**src/rtl/bcd_display_scanner.sv**
```systemverilog
// Six-digit MM:SS:hh seven-segment scanner with frame-boundary (tear-free) commit of new BCD counts.
// Optional build macro: LEADING_ZERO_BLANK_EN blanks leading zero minutes digits.
module bcd_display_scanner #(
  parameter int REFRESH_DIV    = 1000,
  parameter bit SEG_ACTIVE_LOW = 1'b1,
  parameter bit AN_ACTIVE_LOW  = 1'b1
) (
  input  logic        i_rtcclk,
  input  logic        i_reset_n,
  input  logic [23:0] i_count,
  input  logic        i_count_valid,
  input  logic        i_hold,
  input  logic        i_display_enb,
  output logic [6:0]  o_seg,
  output logic        o_dp,
  output logic [5:0]  o_an,
  output logic        o_frame_done,
  output logic        o_bcd_err
);

  localparam logic [15:0] LP_TERM = 16'(REFRESH_DIV - 1);

  logic [15:0] r_presc;
  logic [2:0]  r_idx;
  logic [23:0] r_disp;
  logic [23:0] r_pend;
  logic        r_pend_vld;
  logic        r_enb_d;

  logic        w_term;
  logic        w_wrap;
  logic        w_commit;
  logic        w_cap;
  logic [3:0]  w_nib;
  logic        w_blank;
  logic [6:0]  w_seg_hi;
  logic        w_dp_hi;
  logic [5:0]  w_an_hi;

  function automatic logic [6:0] f_decode(input logic [3:0] nib);
    case (nib)
      4'd0:    f_decode = 7'b1111110;
      4'd1:    f_decode = 7'b0110000;
      4'd2:    f_decode = 7'b1101101;
      4'd3:    f_decode = 7'b1111001;
      4'd4:    f_decode = 7'b0110011;
      4'd5:    f_decode = 7'b1011011;
      4'd6:    f_decode = 7'b1011111;
      4'd7:    f_decode = 7'b1110000;
      4'd8:    f_decode = 7'b1111111;
      4'd9:    f_decode = 7'b1111011;
      default: f_decode = 7'b0000001;
    endcase
  endfunction

  // The first enabled cycle after a disable acts like a frame boundary so pending data shows at once.
  assign w_term   = (r_presc == LP_TERM);
  assign w_wrap   = i_display_enb && w_term && (r_idx == 3'd5);
  assign w_commit = w_wrap || (i_display_enb && !r_enb_d);
  assign w_cap    = i_count_valid && !i_hold;

  // Select the current digit nibble and apply optional leading-zero blanking.
  always_comb begin
    w_nib   = 4'd0;
    w_blank = 1'b0;
    case (r_idx)
      3'd0:    w_nib = r_disp[3:0];
      3'd1:    w_nib = r_disp[7:4];
      3'd2:    w_nib = r_disp[11:8];
      3'd3:    w_nib = r_disp[15:12];
      3'd4:    w_nib = r_disp[19:16];
      3'd5:    w_nib = r_disp[23:20];
      default: w_nib = 4'd0;
    endcase
`ifdef LEADING_ZERO_BLANK_EN
    if (r_idx == 3'd5) begin
      w_blank = (r_disp[23:20] == 4'd0);
    end else if (r_idx == 3'd4) begin
      w_blank = (r_disp[23:16] == 8'd0);
    end else begin
      w_blank = 1'b0;
    end
`endif
  end

  // Active-high output images; anodes stay dark on prescaler count 0 to avoid ghosting.
  always_comb begin
    w_seg_hi = 7'd0;
    w_dp_hi  = 1'b0;
    w_an_hi  = 6'd0;
    if (i_display_enb) begin
      w_seg_hi = w_blank ? 7'd0 : f_decode(w_nib);
      w_dp_hi  = !w_blank && ((r_idx == 3'd4) || (r_idx == 3'd2));
      w_an_hi  = (r_presc != 16'd0) ? (6'd1 << r_idx) : 6'd0;
    end else begin
      w_seg_hi = 7'd0;
      w_dp_hi  = 1'b0;
      w_an_hi  = 6'd0;
    end
  end

  // Scan counters, capture/commit of counts, and registered pin drivers.
  always_ff @(posedge i_rtcclk) begin
    if (!i_reset_n) begin
      r_presc      <= 16'd0;
      r_idx        <= 3'd0;
      r_disp       <= 24'd0;
      r_pend       <= 24'd0;
      r_pend_vld   <= 1'b0;
      r_enb_d      <= 1'b0;
      o_seg        <= {7{SEG_ACTIVE_LOW}};
      o_dp         <= SEG_ACTIVE_LOW;
      o_an         <= {6{AN_ACTIVE_LOW}};
      o_frame_done <= 1'b0;
      o_bcd_err    <= 1'b0;
    end else begin
      r_enb_d <= i_display_enb;
      if (!i_display_enb) begin
        r_presc <= 16'd0;
        r_idx   <= 3'd0;
      end else if (w_term) begin
        r_presc <= 16'd0;
        r_idx   <= (r_idx == 3'd5) ? 3'd0 : r_idx + 3'd1;
      end else begin
        r_presc <= r_presc + 16'd1;
      end

      if (w_cap) begin
        r_pend <= i_count;
      end
      if (w_commit) begin
        if (w_cap) begin
          r_disp <= i_count;
        end else if (r_pend_vld) begin
          r_disp <= r_pend;
        end
        r_pend_vld <= 1'b0;
      end else if (w_cap) begin
        r_pend_vld <= 1'b1;
      end

      o_frame_done <= w_wrap;
      o_bcd_err    <= o_bcd_err || (i_display_enb && (w_nib > 4'd9));
      o_seg        <= w_seg_hi ^ {7{SEG_ACTIVE_LOW}};
      o_dp         <= w_dp_hi ^ SEG_ACTIVE_LOW;
      o_an         <= w_an_hi ^ {6{AN_ACTIVE_LOW}};
    end
  end

endmodule
```
**config.mk**
```make
export PLATFORM = sky130hd
export DESIGN_NAME = bcd_display_scanner
export DESIGN_NICKNAME = d
export VERILOG_FILES = /design/src/rtl/bcd_display_scanner.sv
export SDC_FILE = /design/constraint.sdc
export NUM_CORES = 1
export LEC_CHECK = 0
export ABC_AREA = 1
export CAP_MARGIN = 40
export CELL_PAD_IN_SITES_DETAIL_PLACEMENT = 0
export CELL_PAD_IN_SITES_GLOBAL_PLACEMENT = 1
export CORE_UTILIZATION = 37
export DETAILED_ROUTE_END_ITERATION = 12
export PLACE_DENSITY_LB_ADDON = 0.1
export SYNTH_ARGS = -nofsm -noshare
export SYNTH_HDL_FRONTEND = slang
export SYNTH_SLANG_ARGS = --single-unit
export TNS_END_PERCENT = 20
```
**constraint.sdc**
```tcl
create_clock -name i_rtcclk -period 1.74 [get_ports i_rtcclk]
set_input_delay 0.261 -clock i_rtcclk [delete_from_list [all_inputs] [get_ports i_rtcclk]]
set_output_delay 0.261 -clock i_rtcclk [all_outputs]
set_load 0.01 [all_outputs]
```
==> out/metrics.yaml, run 1 <==
worst_setup_path:
  timing.critical_path.fanout_max: 6
  critical_path.n_buffers_inverters: 3
  critical_path.slowest_cell: "sky130_fd_sc_hd__dfxtp_4"
  critPathTopFamily: "simple AND/OR/NAND/NOR gates"
  worst_ep_required_time_ns: 1.98
  worstPathCellList: "inv_6, buf_12, nand3_4, inv_2, nand2_1, nand4_1, nor2_4, ha_1, nand3_1, a21oi_1, nand2_1"
  worst_setup_path_end_kind: "register"
  worstSetupPathType: "reg -> reg"
  critical_path.max_stage_delay_ns: 0.39
  worst_setup_path_start_kind: "register"
  critPathArrivalTime_ns: 1.94
  worst_path_most_repeated_cell: "sky130_fd_sc_hd__nand2_1"
job:
  drv.max_cap_violation_count: 0
global_routing:
  grt_usage_pct: 16.3
  globalRoute.totalOverflow: 0
  maximum_number_of_pins_on_one_net_before_global_route_repair: 50
  number_of_global_route_vias_before_repair: 2876
  grt_pass1_wl_um: 13400
  antenna_found_initial: 0
synth:
  count_of_mapped_cells_out_of_synthesis: 479
  ys_warns: 0
  yosysUniqueCellTypes: 33
  synth_seq_cells: 85
  synth_top_area_share_pct: 45.7
  ys_seq_area_share_pct: 45.7
  netlist_top_cells_area: "sky130_fd_sc_hd__dfxtp_1 46%, sky130_fd_sc_hd__nand2_1 8.2%, sky130_fd_sc_hd__nand3_1 7.3%"
  mappedNetlistArea_mm2: 0.00372
  syn_nets: 516
  average_cell_area_after_synthesis_um2: 7.77
  yosys.area.top_type: "sky130_fd_sc_hd__dfxtp_1"
timing:
  skew_ns: 0.00797
  report.final.hold_viol_count: 0
  setup_repair_after_global_routing_missed_its_margin: "yes"
  setup_viol: 0
  max-slew-margin-rel_pct: 69.0
  worst-slew-pin-transition_ns: 0.461
  slew_viol_final: 0
  timing.final.crit_share_pct: 97.3
  period_minus_slack_ns: 1.69
  max_freq_mhz: 591
route:
  vias: 3208
  wirelength_um: 8380
  initial_drt_pass_iterations: 4
  drtAntennaViolNets: 0
  drt_iter0_markers: 73
  avgViaCountPerCell: 4.64
  wl_per_cell_um: 12.1
  drt_drc_violations_left: 0
clock_network:
  total_of_hold_buffers_inserted_after_clock_tree_synthesis: 0
  cts_tree: "built"
  cts_num_sinks: 85
  clkSlewWorstSetupHoldPaths_ns: 0.08
  htreeDepth: 3
  cts_made_buffers: 9
  clk_path_buf_depth: 2
  clock_insertion_delay_at_the_later_pin_of_the_skew_report_ns: 0.35
  clk_root_buffer_cell: "sky130_fd_sc_hd__clkbuf_8"
power:
  power_leakage_nw: 1.98
  power_per_cell_area_mw_per_mm2: 788
  vdd_ir_drop_max_v: 0.000413
cells_and_area:
  antenna_cells_inserted: 0
  multi_input_comb_area_mm2: 0.00183
  area.sequential_mm2: 0.00171
  post_route_cells_drive_above_1_share_pct: 19.4
  areaGrowthSynthToFinish_pct: 32.3
  fin_nets: 591
  fillerInstances: 1006
  fin_util_pct: 50.4
  stdcell_area_mm2: 0.00492
die:
  placement_rows: 36
  i_o_pin_cnt: 45
  core_area_mm2: 0.00977
  die-width_um: 102
  die_height_um: 102
  die-area_mm2: 0.0105
  floorplan.initialDensity_pct: 38.1
hold_path:
  hold_crit_path_type: "reg -> reg"
placed_design:
  io_buffers: 44
  hpwl_um: 6080
  final_estimated_routing_congestion_in_global_placement: 0.835
  postPlaceCellArea_mm2: 0.00454
run_status:
  outcome: "completed"
-- cell families (layout without fill, tap and decap cells) --
| logic type | Yosys count | count (layout) | share of synthesized area [%] |
|---|---|---|---|
| AOI/OAI and AO/OA | 52 | 52 | 7.20 |
| muxes | 24 | 24 | 6.46 |
| adders and majority gates | 8 | 8 | 2.69 |
| xor gates and xnor gates | 1 | 1 | 0.235 |
| buffers and inverters | 65 | 144 | 8.17 |
| and+or+nand+nor | 244 | 244 | 29.5 |
| DFF | 85 | 85 | 45.7 |
-- flip-flops by register name, summed over array words and instances (netlist names) --
signal and count:
r_enb_d 1, o_dp 1, r_pend_vld 1, o_seg 7
r_pend 24, o_frame_done 1, o_an 6, r_idx 3
o_bcd_err 1, r_disp 24, r_presc 16
-- path summary, 6_finish.rpt --
kind,start,endpoint,slack [ns],cells past startpoint
max reg2reg,r_idx[2]$_SDFFE_PN0N_,o_seg[2]$_SDFF_PN1_,0.05,11
min reg2reg,r_presc[0]$_SDFF_PP0_,r_presc[0]$_SDFF_PP0_,0.42,1
min,r_presc[0]$_SDFF_PP0_,r_presc[0]$_SDFF_PP0_,0.42,1
max,r_idx[2]$_SDFFE_PN0N_,o_seg[2]$_SDFF_PN1_,0.05,11
-- worst reg2reg max path: stages, from the launching register on --
cell and delay (ns):
sky130_fd_sc_hd__dfxtp_4 0.39, sky130_fd_sc_hd__inv_6 0.05, sky130_fd_sc_hd__buf_12 0.13, sky130_fd_sc_hd__nand3_4 0.05, sky130_fd_sc_hd__inv_2 0.05, sky130_fd_sc_hd__nand2_1 0.05
sky130_fd_sc_hd__nand4_1 0.12, sky130_fd_sc_hd__nor2_4 0.22, sky130_fd_sc_hd__ha_1 0.18, sky130_fd_sc_hd__nand3_1 0.12, sky130_fd_sc_hd__a21oi_1 0.17, sky130_fd_sc_hd__nand2_1 0.06
-- per-stage QoR --
| stage | hold slack [ns] | worst slack [ns] | total power [W] | std cells | setup TNS [ns] |
|---|---|---|---|---|---|
| 2_1_floorplan | 0.417 | 0.000874 | 0.00238 | 479 | 0 |
| 3_3_place_gp | 0.432 | -0.0142 | 0.00256 | 670 | -0.0432 |
| 3_5_place_dp | 0.440 | -0.0466 | 0.00257 | 670 | -0.124 |
| 4_1_cts | 0.453 | 0.00116 | 0.00390 | 686 | 0 |
| 5_1_grt | 0.453 | -0.0799 | 0.00405 | 691 | -0.234 |
| 6_report | 0.422 | 0.0474 | 0.00388 | 691 | 0 |
-- power breakdown --
part / switching (W) / internal (W) / leakage, nW / total (W)
clock network: 0.000692 / 0.000649 / 0.0919 / 0.00134
logic: 0.000251 / 0.000237 / 1.19 / 0.000487
registers: 0.0000322 / 0.00202 / 0.696 / 0.00205
total: 0.000974 / 0.00290 / 1.98 / 0.00388
-- placed cells by master, fill, tap and decap left out, types with 2 or more instances in the layout --
| cell | count |
|---|---|
| sky130_fd_sc_hd__nand3b_1 | 2 |
| sky130_fd_sc_hd__o21ai_0 | 7 |
| sky130_fd_sc_hd__o21a_1 | 2 |
| sky130_fd_sc_hd__nor2_4 | 4 |
| sky130_fd_sc_hd__ha_1 | 4 |
| sky130_fd_sc_hd__or2_2 | 4 |
| sky130_fd_sc_hd__nand2_1 | 77 |
| sky130_fd_sc_hd__clkinv_2 | 3 |
| sky130_fd_sc_hd__clkbuf_8 | 9 |
| sky130_fd_sc_hd__ha_4 | 2 |
| sky130_fd_sc_hd__ha_2 | 2 |
| sky130_fd_sc_hd__nor4_1 | 3 |
| sky130_fd_sc_hd__nand3_1 | 45 |
| sky130_fd_sc_hd__dfxtp_4 | 3 |
| sky130_fd_sc_hd__mux2i_1 | 24 |
| sky130_fd_sc_hd__buf_4 | 34 |
| sky130_fd_sc_hd__nand4_1 | 11 |
| sky130_fd_sc_hd__nor3_1 | 4 |
| sky130_fd_sc_hd__nor2_1 | 69 |
| sky130_fd_sc_hd__buf_6 | 2 |
| sky130_fd_sc_hd__clkdlybuf4s50_1 | 44 |
| sky130_fd_sc_hd__a21oi_1 | 38 |
| sky130_fd_sc_hd__nand2_2 | 7 |
| sky130_fd_sc_hd__buf_12 | 6 |
| sky130_fd_sc_hd__inv_2 | 9 |
| sky130_fd_sc_hd__inv_1 | 29 |
| sky130_fd_sc_hd__nand3_2 | 10 |
| sky130_fd_sc_hd__clkinv_1 | 2 |
| sky130_fd_sc_hd__dfxtp_1 | 81 |
| sky130_fd_sc_hd__o21ai_1 | 3 |
| sky130_fd_sc_hd__nor2_2 | 4 |
-- area by class of cell --
| class | count | share of cell area (%) |
|---|---|---|
| repair buffers | 87 | 17.5 |
| well taps | 133 | 3.38 |
| multi-input cells | 329 | 37.2 |
| flip-flops and latches | 85 | 34.8 |
| clock inverters | 5 | 1.07 |
| inverters | 42 | 3.36 |
| clock buffers | 10 | 2.59 |
-- synth_stat cells, drive strengths merged --
library cell / n
a21oi: 38
a31oi: 1
buf: 20
clkbuf: 3
clkinv: 2
dfxtp: 85
ha: 8
inv: 40
mux2i: 24
nand2: 84
nand3: 56
nand3b: 2
nand4: 11
nor2: 77
nor3: 6
nor3b: 1
nor4: 3
o21a: 2
o21ai: 10
o22ai: 1
or2: 4
xnor2: 1
-- routing by layer --
layer  track usage (%)  share of wire [%]  vias to the layer above
li1                  -                  -                     1708
met1              22.3                 52                     1435
met2              26.0                 44                       55
met3              2.67                2.9                       10
met4              5.93                1.3                        0
met5                 0                  0                        -
-- what timing repair did --
action,CTS,global route
hold endpoints to repair,0,0
pin swaps,1,14
cloned,0,1
setup endpoints to repair,4,33
buffers inserted,1,4
resized for setup,3,40
No activity file was read; power rests on OpenSTA's default activity.
==> run 2, diff against run 1 <==
--- a/config.mk
+++ b/config.mk
@@ -5,14 +5,12 @@
 export SDC_FILE = /design/constraint.sdc
 export NUM_CORES = 1
 export LEC_CHECK = 0
-export ABC_AREA = 1
 export CAP_MARGIN = 40
 export CELL_PAD_IN_SITES_DETAIL_PLACEMENT = 0
 export CELL_PAD_IN_SITES_GLOBAL_PLACEMENT = 1
-export CORE_UTILIZATION = 37
+export CORE_UTILIZATION = 39
 export DETAILED_ROUTE_END_ITERATION = 12
 export PLACE_DENSITY_LB_ADDON = 0.1
 export SYNTH_ARGS = -nofsm -noshare
 export SYNTH_HDL_FRONTEND = slang
 export SYNTH_SLANG_ARGS = --single-unit
-export TNS_END_PERCENT = 20
==> run 2 against run 1 <==
Against the previous run:
- clock skew grew 0.0038 ns
- register-to-register slack worse by 0.72 ns
- area after synthesis is 1.2% lower
- hold slack gained 0.048 ns
- maximum frequency shrank 30%
- the flow now finishes with violations (setup timing)
- critical path type unchanged
- worst setup slack got worse by 0.72 ns
- wire length shrank 5.6%
- utilization is 6.2 points higher
- cell area increased by 5.7%
- sequential cell count stayed put
==> out/metrics.yaml, run 2 <==
placed_design:
  dp_cells: 540  # -19%
  postPlaceCellArea_mm2: 0.00467  # +3.0%
  io_buffers: 44  # unchanged
  hpwl_um: 5420  # -11%
  final_estimated_routing_congestion_in_global_placement: 0.775  # -7.3%
clock_network:
  clk_path_buf_depth: 2  # unchanged
  cts_num_sinks: 85  # unchanged
  cts_tree: "built"
  clk_root_buffer_cell: "sky130_fd_sc_hd__clkbuf_8"
  total_of_hold_buffers_inserted_after_clock_tree_synthesis: 0  # unchanged
  clock_insertion_delay_at_the_later_pin_of_the_skew_report_ns: 0.35  # about the same
  cts_made_buffers: 9  # unchanged
  htreeDepth: 3  # unchanged
  clkSlewWorstSetupHoldPaths_ns: 0.09  # about the same
synth:
  yosysUniqueCellTypes: 44  # +33%
  synth_enable_flop_cells: 0  # unchanged
  synth_top_area_share_pct: 46.3  # +0.56 points
  ys_warns: 0  # unchanged
  synthArstFlopShare_pct: 0  # unchanged
  mappedNetlistArea_mm2: 0.00367  # -1.2%
  count_of_mapped_cells_out_of_synthesis: 349  # -27%
  synth_most_common_cell: "sky130_fd_sc_hd__dfxtp_1"
  syn_nets: 386  # -25%
  average_cell_area_after_synthesis_um2: 10.5  # +36%
  ys_seq_area_share_pct: 46.3  # +0.56 points
  synth_seq_cells: 85  # unchanged
  synth_top_cells_by_count: "85 x sky130_fd_sc_hd__dfxtp_1, 26 x sky130_fd_sc_hd__mux2i_1, 26 x sky130_fd_sc_hd__nor2b_1, 25 x sky130_fd_sc_hd__nor2_1, 24 x sky130_fd_sc_hd__and2_1"
  synth_top_flop_cell: "sky130_fd_sc_hd__dfxtp_1"
  netlist_top_cells_area: "sky130_fd_sc_hd__dfxtp_1 46%, sky130_fd_sc_hd__mux2_4 8.2%, sky130_fd_sc_hd__mux2i_1 7.1%"
  yosys.area.top_type: "sky130_fd_sc_hd__dfxtp_1"
power:
  power_per_cell_area_mw_per_mm2: 732  # -7.1%
  finalPower_w: 0.00381  # -1.8%
  internal_power_w: 0.00292  # +0.49%
  power.combinational.fraction_pct: 9.8  # -2.8 points
  vdd_ir_drop_max_v: 0.000289  # -30%
  power.clock.fraction_pct: 37.3  # +2.7 points
  switching_power_w: 0.000889  # -8.8%
  sw_frac_of_total_pct: 23.4  # -1.8 points
  power_frac_seq_pct: 52.9  # about the same
  power_leakage_nw: 2.05  # +3.9%
die:
  core_area_mm2: 0.00920  # -5.9%
  die-area_mm2: 0.00981  # -6.2%
  placement_rows: 35  # -2.8%
  die_height_um: 99.1  # -3.1%
  die-width_um: 99.1  # -3.1%
  floorplan.initialDensity_pct: 40.0  # +1.9 points
  i_o_pin_cnt: 45  # unchanged
route:
  drt_iter0_markers: 70  # -4.1%
  met1Wirelength_um: 3990  # -8.1%
  wl_met2_um: 3450  # -6.5%
  avgViaCountPerCell: 4.75  # +2.2%
  met3_wirelength_um: 302  # +25%
  vias: 2700  # -16%
  wl_per_cell_um: 13.9  # +15%
  wirelength_um: 7910  # -5.6%
  initial_drt_pass_iterations: 4  # unchanged
  drt_drc_violations_left: 0  # unchanged
  top_layer_used: "met4"
  drtAntennaViolNets: 0  # unchanged
global_routing:
  grt_pass1_wl_um: 12900  # -3.5%
  globalRoute.totalOverflow: 0  # unchanged
  number_of_global_route_vias_before_repair: 2648  # -7.9%
  antenna_found_initial: 0  # unchanged
  grt_usage_pct: 17.0  # +0.72 points
  maximum_number_of_pins_on_one_net_before_global_route_repair: 51  # +2.0%
cells_and_area:
  mostFrequentLayoutCells: "79 x sky130_fd_sc_hd__dfxtp_1, 51 x sky130_fd_sc_hd__buf_4, 44 x sky130_fd_sc_hd__clkdlybuf4s50_1, 26 x sky130_fd_sc_hd__mux2i_1, 25 x sky130_fd_sc_hd__mux2_4"
  stdcell_area_mm2: 0.00520  # +5.7%
  fin_nets: 491  # -17%
  antenna_cells_inserted: 0  # unchanged
  fin_util_pct: 56.6  # +6.2 points
  areaGrowthSynthToFinish_pct: 41.5
  reg.largest.list: "r_disp: 24 flops, r_pend: 24 flops, r_presc: 16 flops"
  mostFrequentLayoutCell: "sky130_fd_sc_hd__dfxtp_1"
  post_route_cells_drive_above_1_share_pct: 35.2  # +16 points
  finish.cell_count_without_fillers: 569  # -18%
worst_setup_path:
  timing.critical_path.fanout_max: 5  # -1
  critPathArrivalTime_ns: 2.66  # +0.72 ns
  worst_ep_required_time_ns: 1.99  # about the same
  worstSetupPathType: "reg -> reg"
  worst_setup_path_end_kind: "register"
  worst_setup_path_start_kind: "register"
timing:
  period_minus_slack_ns: 2.41  # +0.719 ns
  timing.final.crit_share_pct: 139  # +41 points
  slew_viol_final: 0  # unchanged
  timing.final.ws_setup_ns: -0.671  # -0.719 ns
  final.setup.tns_ns: -21.55  # -21.55 ns
  report.final.hold_viol_count: 0  # unchanged
  max_freq_mhz: 415  # -30%
  worst-slew-pin-transition_ns: 0.333  # -0.128 ns
  setup_repair_after_global_routing_missed_its_margin: "yes"
  skew_ns: 0.0118  # +0.00380 ns
  setup_viol: 52  # +52
  max-slew-margin-rel_pct: 77.5  # +8.5 points
run_status:
  failed_checks: "setup timing"
  outcome: "complete, but fails checks"
hold_path:
  hold_crit_path_type: "reg -> reg"
job:
  drv.max_cap_violation_count: 0  # unchanged
## run 2: cell count changes after synthesis, sizes merged, moves of 24 or more
cell   change
nand2     -66
nor2      -52
inv       -30
and2      +24
nor2b     +26
a21oi     -29
mux2      +31
nand3     -46
## run 2: final cells by class
| type | instances | area, µm² |
|---|---|---|
| fillers | 799 | 4000 |
| multi-input cells | 237 | 2040 |
| flip-flops and latches | 85 | 1720 |
| repair buffers | 111 | 1070 |
| well taps | 111 | 139 |
| clock buffers | 10 | 138 |
| clock inverters | 5 | 60.1 |
| inverters | 10 | 42.5 |
## run 2: power by group through the flow
stage	clock (W)	sequential [W]	combinational, W
after CTS	0.00146	0.00201	0.000359
after global placement	0	0.00206	0.000331
after floorplan	0	0.00206	0.000185
final	0.00142	0.00201	0.000373
after detailed placement	0	0.00206	0.000335
after global routing	0.00155	0.00202	0.000403
## run 2: cells by family (layout without fill, tap and decap cells)
group,count (synthesis),in the layout,synth area share (%)
fa+ha+maj,8,8,2.72
simple gates,126,126,18.6
buf+inv,27,136,4.09
mux,58,58,19.2
compound gates,29,29,5.28
xor+xnor,16,16,3.81
flops,85,85,46.3
## run 2: layer usage
metal / global-route usage, % / vias up
met1: 23.3 / 1250
li1: - / 1393
met5: 0 / -
met2: 25.5 / 42
met4: 8.60 / 0
met3: 3.48 / 15
## run 2: repair_timing
action / in CTS / in global routing
setup buffers: 8 / 5
pin swaps: 13 / 7
resized for setup: 25 / 22
cloned: 1 / 1
setup endpoints to repair: 52 / 52
## run 2: worst paths after layout
path                                              from                       to  slack (ns)  cells after the start
worst max register to register  r_presc[15]$_SDFF_PP0_  r_disp[22]$_SDFFE_PN0P_       -0.67                      6
worst min register to register    o_bcd_err$_SDFF_PN0_     o_bcd_err$_SDFF_PN0_        0.47                      1
worst min-delay path              o_bcd_err$_SDFF_PN0_     o_bcd_err$_SDFF_PN0_        0.47                      1
worst max-delay path            r_presc[15]$_SDFF_PP0_  r_disp[22]$_SDFFE_PN0P_       -0.67                      6
## run 2: critical path: stages, from the launching register on
cell,delay (ns)
sky130_fd_sc_hd__dfxtp_2,0.33
sky130_fd_sc_hd__or4_4,0.53
sky130_fd_sc_hd__or4_4,0.57
sky130_fd_sc_hd__o21ai_4,0.16
sky130_fd_sc_hd__o211a_4,0.25
sky130_fd_sc_hd__clkbuf_16,0.18
sky130_fd_sc_hd__mux2_4,0.30
## run 2: metrics by stage
stage / hold slack, ns / setup slack (ns)
after CTS: 0.476 / -0.694
after global routing: 0.496 / -0.728
after global placement: 0.460 / -0.716
after detailed placement: 0.456 / -0.783
after floorplan: 0.351 / -0.709
final: 0.470 / -0.671
==> RTL edit 1, RTL diff (config.mk and constraints of run 1) <==
Set the parameter `AN_ACTIVE_LOW` to 1'b0 (it was 1'b1).
--- a/src/rtl/bcd_display_scanner.sv
+++ b/src/rtl/bcd_display_scanner.sv
@@ -5,3 +5,3 @@
   parameter bit SEG_ACTIVE_LOW = 1'b1,
-  parameter bit AN_ACTIVE_LOW  = 1'b1
+  parameter bit AN_ACTIVE_LOW  = 1'b0
 ) (
Check against the original RTL: not equivalent (Yosys sat finds a counterexample within 4 cycles, from zero or initial values and one cycle with i_reset_n low).
==> RTL edit 1 against run 1 <==
First-iteration DRC count is 62% higher. Wire length increased by 2.5%. Critical path type unchanged. Worst setup slack worse by 0.041 ns. Fmax is 2.4% lower. Non-clock buffer count is 12 higher. Area after synthesis shrank 1.0%. Design area is 2.3% higher. Sequential cell count unchanged. Total power is 3.3% higher.
==> RTL edit 1: results (changes against run 1) <==
| Metric | Value |
|---|---|
| Status | complete, no violations |
| First-pass detailed-route iteration total | 6 (+2) |
| Arr. time, crit path | 1.97 ns (+0.03 ns) |
| Hpwl dp | 6050 µm (-0.48%) |
| Total GRT Usage | 17.7% (+1.4 points) |
| Synth unique cells | 29 (-12%) |
| Met3 Use GR | 3.04% (+0.37 points) |
| Flop2flop setup slack | 0.007 ns (-0.04 ns) |
| Layout cells sized above 1 | 19.8% (+0.47 points) |
| Worst VDD drop | 0.445 mV (+7.9%) |
| RD Place Congestion | 0.782 (-6.4%) |
| Reg power frac | 51.2% (-1.6 points) |
| Vias in the first global route | 3047 (+5.9%) |
| Grt met2 use | 28.8% (+2.8 points) |
| P_leak | 2.12 nW (+7.3%) |
| Post-CTS setup buffers | 8 (+7) |
| Nets | 612 (+3.6%) |
| GR met1 Demand/Resource | 23.3% (+1.1 points) |
| Port buffer count | 44 (unchanged) |
| Synth top cells by count | 97 x nand2_1, 85 x dfxtp_1, 74 x nor2_1, 53 x nand3_1, 37 x a21oi_1 |
| Initial DRC count | 118 (+62%) |
| Synth area leaders | dfxtp_1 46%, nand2_1 9.9%, nor2_1 7.5% |
| First-pass GRT wire length | 14100 µm (+5.6%) |
| Combinational share of power | 12.3% (-0.3 points) |
| Switching Fraction | 25.0% (-0.094 points) |
| CP max stage delay | 0.37 ns (-0.02 ns) |
| Crit-path max FO | 4 (-2) |
| Met3 WL | 263 µm (+8.7%) |
| Synthesized net count | 524 (+1.6%) |
| Routed length per instance | 12.0 µm (-0.66%) |
RTL edit 1: worst paths after layout:
path / depth (start not counted) / endpoint / startpoint
max: 13 / o_seg[1]$_SDFF_PN1_ / r_idx[0]$_SDFFE_PN0N_
min: 2 / o_bcd_err$_SDFF_PN0_ / o_bcd_err$_SDFF_PN0_
max reg2reg: 13 / o_seg[1]$_SDFF_PN1_ / r_idx[0]$_SDFFE_PN0N_
min reg2reg: 2 / o_bcd_err$_SDFF_PN0_ / o_bcd_err$_SDFF_PN0_
RTL edit 1: stage by stage:
| stage | std cells | area (µm²) | worst slack, ns | utilization [%] | hold slack (ns) |
|---|---|---|---|---|---|
| floorplan | 487 | 3700 | 0.00825 | - | 0.428 |
| finish | 713 | 5030 | 0.00656 | 51.7 | 0.463 |
| CTS | 707 | 4860 | 0.00111 | 49.9 | 0.455 |
| detailed placement | 683 | 4550 | -0.138 | 46.8 | 0.441 |
| global route | 713 | 5030 | -0.126 | 51.7 | 0.488 |
| global placement | 683 | 4550 | -0.121 | 46.8 | 0.437 |
RTL edit 1: logic make-up (layout without fill, tap and decap cells):
| family | after synthesis | after routing | synth area share, % |
|---|---|---|---|
| adders and majority gates | 8 | 8 | 2.72 |
| and+or+nand+nor | 258 | 258 | 30.4 |
| AOI/OAI and AO/OA | 48 | 48 | 6.80 |
| DFF | 85 | 85 | 46.2 |
| buffers and inverters | 64 | 157 | 7.34 |
| muxes | 24 | 24 | 6.53 |
RTL edit 1: area by class of cell:
type | count | share of cell area, %
clock buffer | 11 | 3.01
clock inverter | 5 | 1.17
inverter | 42 | 3.23
multi-input combinational | 338 | 36.7
sequential | 85 | 34.0
tap | 133 | 3.31
timing repair buffer | 99 | 18.6
==> RTL edit 2, RTL diff (settings of run 1) <==
Without the edit above. The output `o_seg` loses its register stage (`o_seg` becomes a continuous assignment).
--- a/src/rtl/bcd_display_scanner.sv
+++ b/src/rtl/bcd_display_scanner.sv
@@ -110,3 +110,2 @@
       r_enb_d      <= 1'b0;
-      o_seg        <= {7{SEG_ACTIVE_LOW}};
       o_dp         <= SEG_ACTIVE_LOW;
@@ -143,3 +142,2 @@
       o_bcd_err    <= o_bcd_err || (i_display_enb && (w_nib > 4'd9));
-      o_seg        <= w_seg_hi ^ {7{SEG_ACTIVE_LOW}};
       o_dp         <= w_dp_hi ^ SEG_ACTIVE_LOW;
@@ -149,2 +147,4 @@
 
+  assign o_seg = w_seg_hi ^ {7{SEG_ACTIVE_LOW}};
+
 endmodule
Check against the original RTL: not equivalent (a bounded check fails within 4 cycles, from zero or initial values and one cycle with i_reset_n low).
==> RTL edit 2 against run 1 <==
The run now ends with setup timing left. Largest power group unchanged. Total power fell by 0.88%. Area after synthesis down 3.7%. Design area fell by 0.51%. Worst setup slack got worse by 0.68 ns. Final cell count did not move. Worst hold slack better by 0.036 ns. Largest cell class unchanged. Highest routed layer unchanged. Critical endpoint is now o_seg[3]. Sequential cell count is 7 lower. Wire length fell by 1.4%.
==> RTL edit 2: results (changes against run 1) <==
| Metric | Value |
|---|---|
| Layout Skew | 0.0175 ns (+0.00952 ns) |
| Initial DRC count | 83 (+14%) |
| Hold path cells | 2 (+1) |
| Met3 WL | 262 µm (+8.3%) |
| First-pass GRT wire length | 14200 µm (+5.8%) |
| Slew Limit Headroom | 82.1% (+13 points) |
| Post-route setup slack | -0.629 ns (-0.676 ns) |
| Vias after detailed routing | 3220 (+0.37%) |
| P_sw | 976 µW (+0.19%) |
| Reg power frac | 48.8% (-4.0 points) |
| Failing checks | setup timing |
| Hpwl dp | 6100 µm (+0.31%) |
| Final setup fails | 8 (+8) |
| Min-Delay Endpoint | o_bcd_err$_SDFF_PN0_ |
| Synth top cells by count | 86 x nand2_1, 78 x dfxtp_1, 78 x nor2_1, 44 x nand3_1, 37 x a21oi_1 |
| Total GRT Usage | 17.7% (+1.3 points) |
| Proportion of synthesized area in mux cells | 6.71% (+0.25 points) |
| Reg-to-Reg Start | r_idx[1]$_SDFFE_PN0N_ |
| HP Start | o_bcd_err$_SDFF_PN0_ |
| Metal2 WL | 3760 µm (+1.9%) |
| Post-CTS setup buffers | 4 (+3) |
| Status | finished with violations |
| Synthesized net count | 505 (-2.1%) |
| CP Capture Point | o_seg[3] |
| Crit-path max FO | 7 (+1) |
| FF-to-FF End | o_bcd_err$_SDFF_PN0_ |
| RD Place Congestion | 0.829 (-0.75%) |
| Comb pwr | 547 µW (+12%) |
| Nets | 594 (+0.51%) |
| Worst R2R Path Depth | 13 (+2) |
| Synth unique cells | 40 (+21%) |
| Max clock buf depth | 2 (unchanged) |
| P_leak | 2.02 nW (+2.4%) |
| Synth Area in Compound Gates | 7.72% (+0.52 points) |
| Synth area leaders | dfxtp_1 44%, nand2_1 9.0%, nor2_1 8.2% |
| Arr. time, crit path | 2.11 ns (+0.17 ns) |
| Vias in the first global route | 3057 (+6.3%) |
| Largest net degree at the start of global routing | 43 (-14%) |
| Switching Fraction | 25.4% (+0.27 points) |
[RTL edit 2: through the flow]
stage          hold WS, ns  cells  setup slack (ns)  TNS (ns)
2_1_floorplan        0.428    468           -0.0914    -0.297
3_3_place_gp         0.438    669            -0.732     -7.21
3_5_place_dp         0.454    669            -0.752     -7.33
4_1_cts              0.464    688            -0.681     -4.37
5_1_grt              0.478    691            -0.755     -5.10
6_report             0.458    691            -0.629     -4.05
[RTL edit 2: layer usage]
metal | track usage [%] | up-vias
li1 | - | 1716
met1 | 23.0 | 1438
met2 | 29.2 | 54
met3 | 3.27 | 12
met4 | 6.24 | 0
met5 | 0 | -
[RTL edit 2: final cells by class]
class                      count  area, µm²
fill                         942       4430
multi-input combinational    331       1890
sequential                    78       1570
timing repair buffer         100        912
tap                          129        161
clock buffer                  12        155
inverter                      37        151
clock inverter                 4       53.8
[RTL edit 2: worst max-delay path, delay by kind of cell, from the launching register on]
family	cells	cell delay, ns
simple gates	7	0.77
flops	1	0.40
fa+ha+maj	2	0.34
buf+inv	3	0.24
